**config.mk**
```make
export PLATFORM = sky130hd
export DESIGN_NAME = sync_decoder
export DESIGN_NICKNAME = d
export VERILOG_FILES = /design/src/rtl/sync_decoder_pkg.sv /design/src/rtl/sync_edge.sv /design/src/rtl/sync_decoder.sv
export SDC_FILE = /design/constraint.sdc
export NUM_CORES = 1
export LEC_CHECK = 0
export BUFFER_PORTS_ARGS = -buffer_cell sky130_fd_sc_hd__buf_2
export CAP_MARGIN = 15
export CORE_AREA = 2 2 91 93
export CTS_BUF_LIST = sky130_fd_sc_hd__clkbuf_2 sky130_fd_sc_hd__clkbuf_4 sky130_fd_sc_hd__clkbuf_8
export CTS_CLUSTER_SIZE = 25
export DETAILED_ROUTE_END_ITERATION = 10
export DIE_AREA = 0 0 93 95
export PLACE_DENSITY = 0.69
export SETUP_SLACK_MARGIN = 0.5
export SYNTH_ARGS = -nofsm -noshare
export SYNTH_HDL_FRONTEND = slang
export SYNTH_SLANG_ARGS = --single-unit
```
**constraint.sdc**
```tcl
create_clock -name clk_pix -period 2.6 [get_ports clk_pix]
set_clock_uncertainty 0.15 [all_clocks]
set_input_delay 0.39 -clock clk_pix [delete_from_list [all_inputs] [get_ports clk_pix]]
set_output_delay 0.39 -clock clk_pix [all_outputs]
set_load 0.03 [all_outputs]
```
**src/rtl/sync_decoder_pkg.sv**
```systemverilog
// Shared constants for sync_decoder: lock FSM state encodings, counter widths and the
// default 640x480 geometry.
package sync_decoder_pkg;

    localparam logic [1:0] ST_SEARCH = 2'd0;
    localparam logic [1:0] ST_CHECK  = 2'd1;
    localparam logic [1:0] ST_LOCKED = 2'd2;

    localparam int unsigned GOOD_W = 4;
    localparam int unsigned HTOT_W = 16;

    localparam int DEF_CORDW = 10;
    localparam int DEF_H_RES = 640;
    localparam int DEF_V_RES = 480;

endpackage

```
**src/rtl/sync_edge.sv**
```systemverilog
// Input register stage for one sync-type signal: normalises to active-high, registers it and
// produces assertion/deassertion edge pulses aligned with the registered level.
module sync_edge #(
    parameter logic ACT = 1'b1
) (
    input  logic clk,
    input  logic rst,
    input  logic din,
    output logic level,
    output logic rise,
    output logic fall
);

    logic q1, q2;

    // Registers hold the normalised level, so reset value 0 means "inactive".
    always_ff @(posedge clk) begin
        if (rst) begin
            q1 <= 1'b0;
            q2 <= 1'b0;
        end else begin
            q1 <= din ~^ ACT;
            q2 <= q1;
        end
    end

    assign level = q1;
    assign rise  = q1 & ~q2;
    assign fall  = ~q1 & q2;

endmodule

```
**src/rtl/sync_decoder.sv**
```systemverilog
// Recovers sx/sy, line/frame markers and a geometry lock from an hsync/vsync/de stream.
// Define SYNC_DECODE_STATS_EN to build the h_total/v_total measurement counters.
module sync_decoder
    import sync_decoder_pkg::*;
#(
    parameter int   CORDW       = DEF_CORDW,
    parameter int   H_RES       = DEF_H_RES,
    parameter int   V_RES       = DEF_V_RES,
    parameter logic H_POL       = 1'b0,
    parameter logic V_POL       = 1'b0,
    parameter int   LOCK_FRAMES = 2,
    parameter int   TIMEOUT     = 1000000
) (
    input  logic              clk_pix,
    input  logic              rst,
    input  logic              hsync,
    input  logic              vsync,
    input  logic              de,
    output logic [CORDW-1:0]  sx,
    output logic [CORDW-1:0]  sy,
    output logic              de_o,
    output logic              line,
    output logic              frame,
    output logic              locked,
    output logic [HTOT_W-1:0] h_total,
    output logic [CORDW:0]    v_total
);

    localparam int TO_W = $clog2(TIMEOUT + 1);
    localparam logic [CORDW-1:0] CMAX = '1;

    logic hs_lvl, hs_rise, hs_fall;
    logic vs_lvl, vs_rise, vs_fall;
    logic de_lvl, de_rise, de_fall;

    sync_edge #(.ACT(H_POL)) u_hs (
        .clk(clk_pix), .rst(rst), .din(hsync), .level(hs_lvl), .rise(hs_rise), .fall(hs_fall)
    );
    sync_edge #(.ACT(V_POL)) u_vs (
        .clk(clk_pix), .rst(rst), .din(vsync), .level(vs_lvl), .rise(vs_rise), .fall(vs_fall)
    );
    sync_edge #(.ACT(1'b1)) u_de (
        .clk(clk_pix), .rst(rst), .din(de), .level(de_lvl), .rise(de_rise), .fall(de_fall)
    );

    logic [CORDW-1:0]  sx_d, sy_d;
    logic [1:0]        state_q, state_d;
    logic [GOOD_W-1:0] good_q, good_d;
    logic [TO_W-1:0]   to_q, to_d;
    logic              bad_q;
    logic              line_bad, frame_good;

    // sy doubles as the frame's line count: it restarts at vsync and counts de falling edges.
    always_comb begin
        sx_d = sx;
        if (de_rise) sx_d = '0;
        else if (de_lvl && sx != CMAX) sx_d = sx + CORDW'(1);
        sy_d = sy;
        if (vs_rise) sy_d = '0;
        else if (de_fall && sy != CMAX) sy_d = sy + CORDW'(1);
    end

    assign line_bad   = de_fall && ((int'(sx) + 1) != H_RES);
    assign frame_good = !bad_q && !de_lvl && (int'(sy) == V_RES);

    always_comb begin
        state_d = state_q;
        good_d  = good_q;
        to_d    = to_q;
        if (vs_rise) begin
            to_d = '0;
            case (state_q)
                ST_SEARCH: begin
                    state_d = ST_CHECK;
                    good_d  = '0;
                end
                ST_CHECK: begin
                    if (!frame_good) begin
                        good_d = '0;
                    end else begin
                        good_d = good_q + GOOD_W'(1);
                        if (int'(good_q) + 1 >= LOCK_FRAMES) state_d = ST_LOCKED;
                    end
                end
                ST_LOCKED: begin
                    if (!frame_good) begin
                        state_d = ST_CHECK;
                        good_d  = '0;
                    end
                end
                default: begin
                    state_d = ST_SEARCH;
                    good_d  = '0;
                end
            endcase
        end else if (to_q == TO_W'(TIMEOUT - 1)) begin
            state_d = ST_SEARCH;
            good_d  = '0;
            to_d    = '0;
        end else begin
            to_d = to_q + TO_W'(1);
        end
    end

    always_ff @(posedge clk_pix) begin
        if (rst) begin
            sx      <= '0;
            sy      <= '0;
            de_o    <= 1'b0;
            line    <= 1'b0;
            frame   <= 1'b0;
            locked  <= 1'b0;
            state_q <= ST_SEARCH;
            good_q  <= '0;
            to_q    <= '0;
            bad_q   <= 1'b0;
        end else begin
            sx      <= sx_d;
            sy      <= sy_d;
            de_o    <= de_lvl;
            line    <= de_rise;
            frame   <= locked && de_lvl && (sx_d == '0) && (sy_d == '0);
            locked  <= (state_d == ST_LOCKED);
            state_q <= state_d;
            good_q  <= good_d;
            to_q    <= to_d;
            if (vs_rise) bad_q <= 1'b0;
            else if (line_bad) bad_q <= 1'b1;
        end
    end

    logic unused_edges;

`ifdef SYNC_DECODE_STATS_EN
    logic [HTOT_W-1:0] h_cnt;
    logic [CORDW:0]    v_cnt;

    // h_cnt holds cycles since the last hsync assertion; v_cnt counts hsync edges this frame.
    always_ff @(posedge clk_pix) begin
        if (rst) begin
            h_cnt   <= '0;
            v_cnt   <= '0;
            h_total <= '0;
            v_total <= '0;
        end else begin
            if (hs_rise) begin
                h_total <= h_cnt;
                h_cnt   <= HTOT_W'(1);
            end else if (h_cnt != '1) begin
                h_cnt <= h_cnt + HTOT_W'(1);
            end
            if (vs_rise) begin
                v_total <= v_cnt;
                v_cnt   <= hs_rise ? (CORDW+1)'(1) : '0;
            end else if (hs_rise && v_cnt != '1) begin
                v_cnt <= v_cnt + (CORDW+1)'(1);
            end
        end
    end

    assign unused_edges = ^{hs_lvl, hs_fall, vs_lvl, vs_fall};
`else
    assign h_total      = '0;
    assign v_total      = '0;
    assign unused_edges = ^{hs_lvl, hs_rise, hs_fall, vs_lvl, vs_fall};
`endif

endmodule
```
==> results.cfg <==
[run_status]
status = completed

[sta]
setup_slack_ns = 0.4237
rsz0062_at_grt = true
setup_violations = 0
hold_viol = 0
fin_crit_sh_pct = 83.70
fin_crit_ns = 2.176
hold_slack_ns = 0.07278
fmax_mhz = 459.5
report.final.slew_viol_count = 0
fin_setup_tns_ns = 0

[critical_path]
crit_chain = and2b_4 > nand4_1 > nor3_1 > o21ai_1 > or4_4 > a2111oi_4
worstPathRequired_ns = 2.67
critPathMaxFanout = 6
path_class = reg -> reg
slowest_stage = or4_4
arrival_ns = 2.24
endpoint_kind = flop
max_stage_delay_ns = 0.56
critPathLaunchType = flop

[die]
num_rows = 33
dieArea_sq_mm = 0.008835
die_h_um = 95
pin_count = 56
core_area_sq_mm = 0.007928
initial_core_util_pct = 38.40
dieWidth_um = 93

[logic_synthesis]
synthCells = 377
syn-cell-area_sq_mm = 0.003044
yosys_warnings = 0
synth_edf_count = 0
synthArstFlopShare_pct = 0
synthFlopType = dfxtp_1
ys_seq_elements = 54
synth_top_area_share_pct = 35.51
ys_types = 59
synthTopCellsByArea = dfxtp_1 (36%), buf_4 (6.7%), nor2_1 (6.5%)
ys_seq_area_share_pct = 35.51
yosysTopAreaCell = dfxtp_1
avgSynthCellArea_sq_um = 8.075

[routing]
drt_wl_total_mm = 6.334
routedWlPerCell_um = 12.44
antenna_left = 0
detailedRoute.firstIterationViolations = 68
viasPerCell = 5.228
drc = 0
vias = 2661
dr.pass1.iters = 4

[global_route]
grt-ovfl-total = 0
gr-usage-met3_pct = 2.713
track_usage_pct = 14.39
grtUsageMet2_pct = 23.73
grtUsageMet1_pct = 18.99
grt_pass1_vias = 2350
antenna_found_initial = 0
top_usage_layer = met2
grt_pass1_wl_mm = 10.52
grt_max_degree = 21

[clock_network]
cts_buffers = 5
htree_levels = 2
clockBufferDepth = 2
clock_latency_ns = 0.31
clkSlewWorstSetupHoldPaths_ns = 0.10
root_buffer = clkbuf_8
cts_tree = done
clock-sinks = 54

[cells_and_area]
drive_above_1_share_pct = 21.04
diodes = 0
syn2layout_area_growth_pct = 13.28
nets = 414

[pwr]
netSwitchingFraction_pct = 27.44
p_seq_share_pct = 57.1
power.switching_uw = 404.4
p_clk_share_pct = 33.5
power.internal_uw = 1069
pwr-share-comb_pct = 9.5
power_leakage_uw = 0.001376
power_uw = 1474
power_density_mw_per_mm2 = 427.4
ir_drop_mv = 0.3336

[placement]
pre_cts_slack_ns = 0.3604
port_buffers = 27
gp_congestion = 0.9042
dp_hpwl_mm = 4.566

[flow_run]
cap_viol_max_count = 0

[min_path]
hold_class = in -> reg
==> kinds of logic (layout without fill, tap and decap cells) <==
kind of cell | count (synthesis) | after routing | synth area share, %
xor+xnor | 18 | 18 | 5.179
buf+inv | 55 | 56 | 10.23
simple gates | 170 | 170 | 30.54
compound gates | 70 | 70 | 14.92
fa+ha+maj | 6 | 6 | 2.466
flops | 54 | 54 | 35.51
mux | 3 | 3 | 1.028
other cells | 1 | 27 | 0.1232
==> cells in the final DEF, fill, tap and decap left out, types with 3 or more instances in the layout <==
master	count
nor2_1	53
dfxtp_1	34
conb_1	27
buf_2	27
nand3_1	20
a21oi_1	17
o21ai_0	16
nand2_1	13
inv_1	11
nand4_1	10
nor3_1	10
xnor2_1	10
dfxtp_4	10
dfxtp_2	10
buf_4	9
xor2_1	8
and3_1	7
or3_1	7
nand2b_1	7
nor2b_1	7
o21ai_1	7
and4_1	5
a31oi_1	5
clkbuf_8	5
and2_1	4
ha_1	4
o21a_1	3
a21o_1	3
==> registers in the layout, indices dropped and copies added (netlist names), 2 cells and up <==
| register | cells |
|---|---|
| sx | 10 |
| state_q | 2 |
| to_q | 20 |
| good_q | 4 |
| sy | 10 |
==> power groups by stage <==
stage          Combinational (uW)  Sequential [uW]  Clock (uW)
2_1_floorplan                 138              863           0
3_3_place_gp                  132              860           0
5_1_grt                       152              843         545
6_report                      140              841         493
3_5_place_dp                  133              860           0
4_1_cts                       137              841         509
==> worst paths after layout <==
path | from | end | slack [ns] | depth (start not counted)
setup / recovery | u_de.level$_SDFF_PP0_ | frame$_SDFF_PP0_ | 0.42 | 6
hold / removal | vsync | u_vs.level$_SDFF_PP0_ | 0.07 | 2
setup reg to reg | u_de.level$_SDFF_PP0_ | frame$_SDFF_PP0_ | 0.42 | 6
hold reg to reg | bad_q$_SDFFE_PP0P_ | bad_q$_SDFFE_PP0P_ | 0.31 | 2
==> layout make-up <==
class,instances,area [sq um]
clock inverter,2,17.52
timing repair buffer,36,202.7
sequential,54,1131
tap,105,131.4
multi-input combinational,294,1844
fill,813,4479
inverter,12,45.04
clock buffer,6,76.32
==> cell usage after synthesis, types with 2 or more instances <==
cell type and instances:
a311oi_1 2, xnor2_1 10, or4_1 2, buf_4 27, o21ai_0 21, nor3b_1 2, inv_1 12, nor2b_1 7
o2111ai_1 2, and4b_1 3, o2bb2ai_1 2, a21oi_1 17, and2_1 4, o21ai_1 2, nand4_1 10, or3_1 7
nand2b_1 7, o21a_1 3, and4_1 6, nor4_1 2, o22ai_1 2, mux2i_1 2, dfxtp_1 54, ha_1 6
or2_2 2, a211oi_1 2, nor2_1 53, nand2_1 14, and3_1 9, a21o_1 3, nor3_1 10, clkbuf_1 12
a2bb2oi_1 2, nand3_1 20, xor2_1 8, a31oi_1 5, buf_2 3
==> per-layer routing <==
| layer | vias up | routed length (um) | part of all wire, % |
|---|---|---|---|
| li1 | 1337 | - | - |
| met1 | 1237 | 2928 | 46 |
| met2 | 77 | 3018 | 48 |
| met3 | 10 | 302 | 4.8 |
| met4 | 0 | 85 | 1.3 |
| met5 | - | 0 | 0 |
==> metrics by stage <==
step	area, sq um	utilization (%)	instances
after floorplan	3233	-	403
after global placement	3246	40.94	496
after detailed placement	3246	40.94	496
after CTS	3385	42.69	506
after global routing	3448	43.50	509
final	3448	43.50	509
==> critical path: cells and delay by family (launching register included) <==
family	cells	cell delay [ns]
and+or+nand+nor	4	1.17
AOI/OAI and AO/OA	2	0.40
DFF	1	0.37
==> repair_timing <==
action / CTS / global route
gates resized for setup: 10 / 11
hold buffers: 0 / 0
setup endpoints to repair: 6 / 24
pin swaps: 3 / 4
setup buffers: 2 / 3
(Power assumes the default switching activity.)
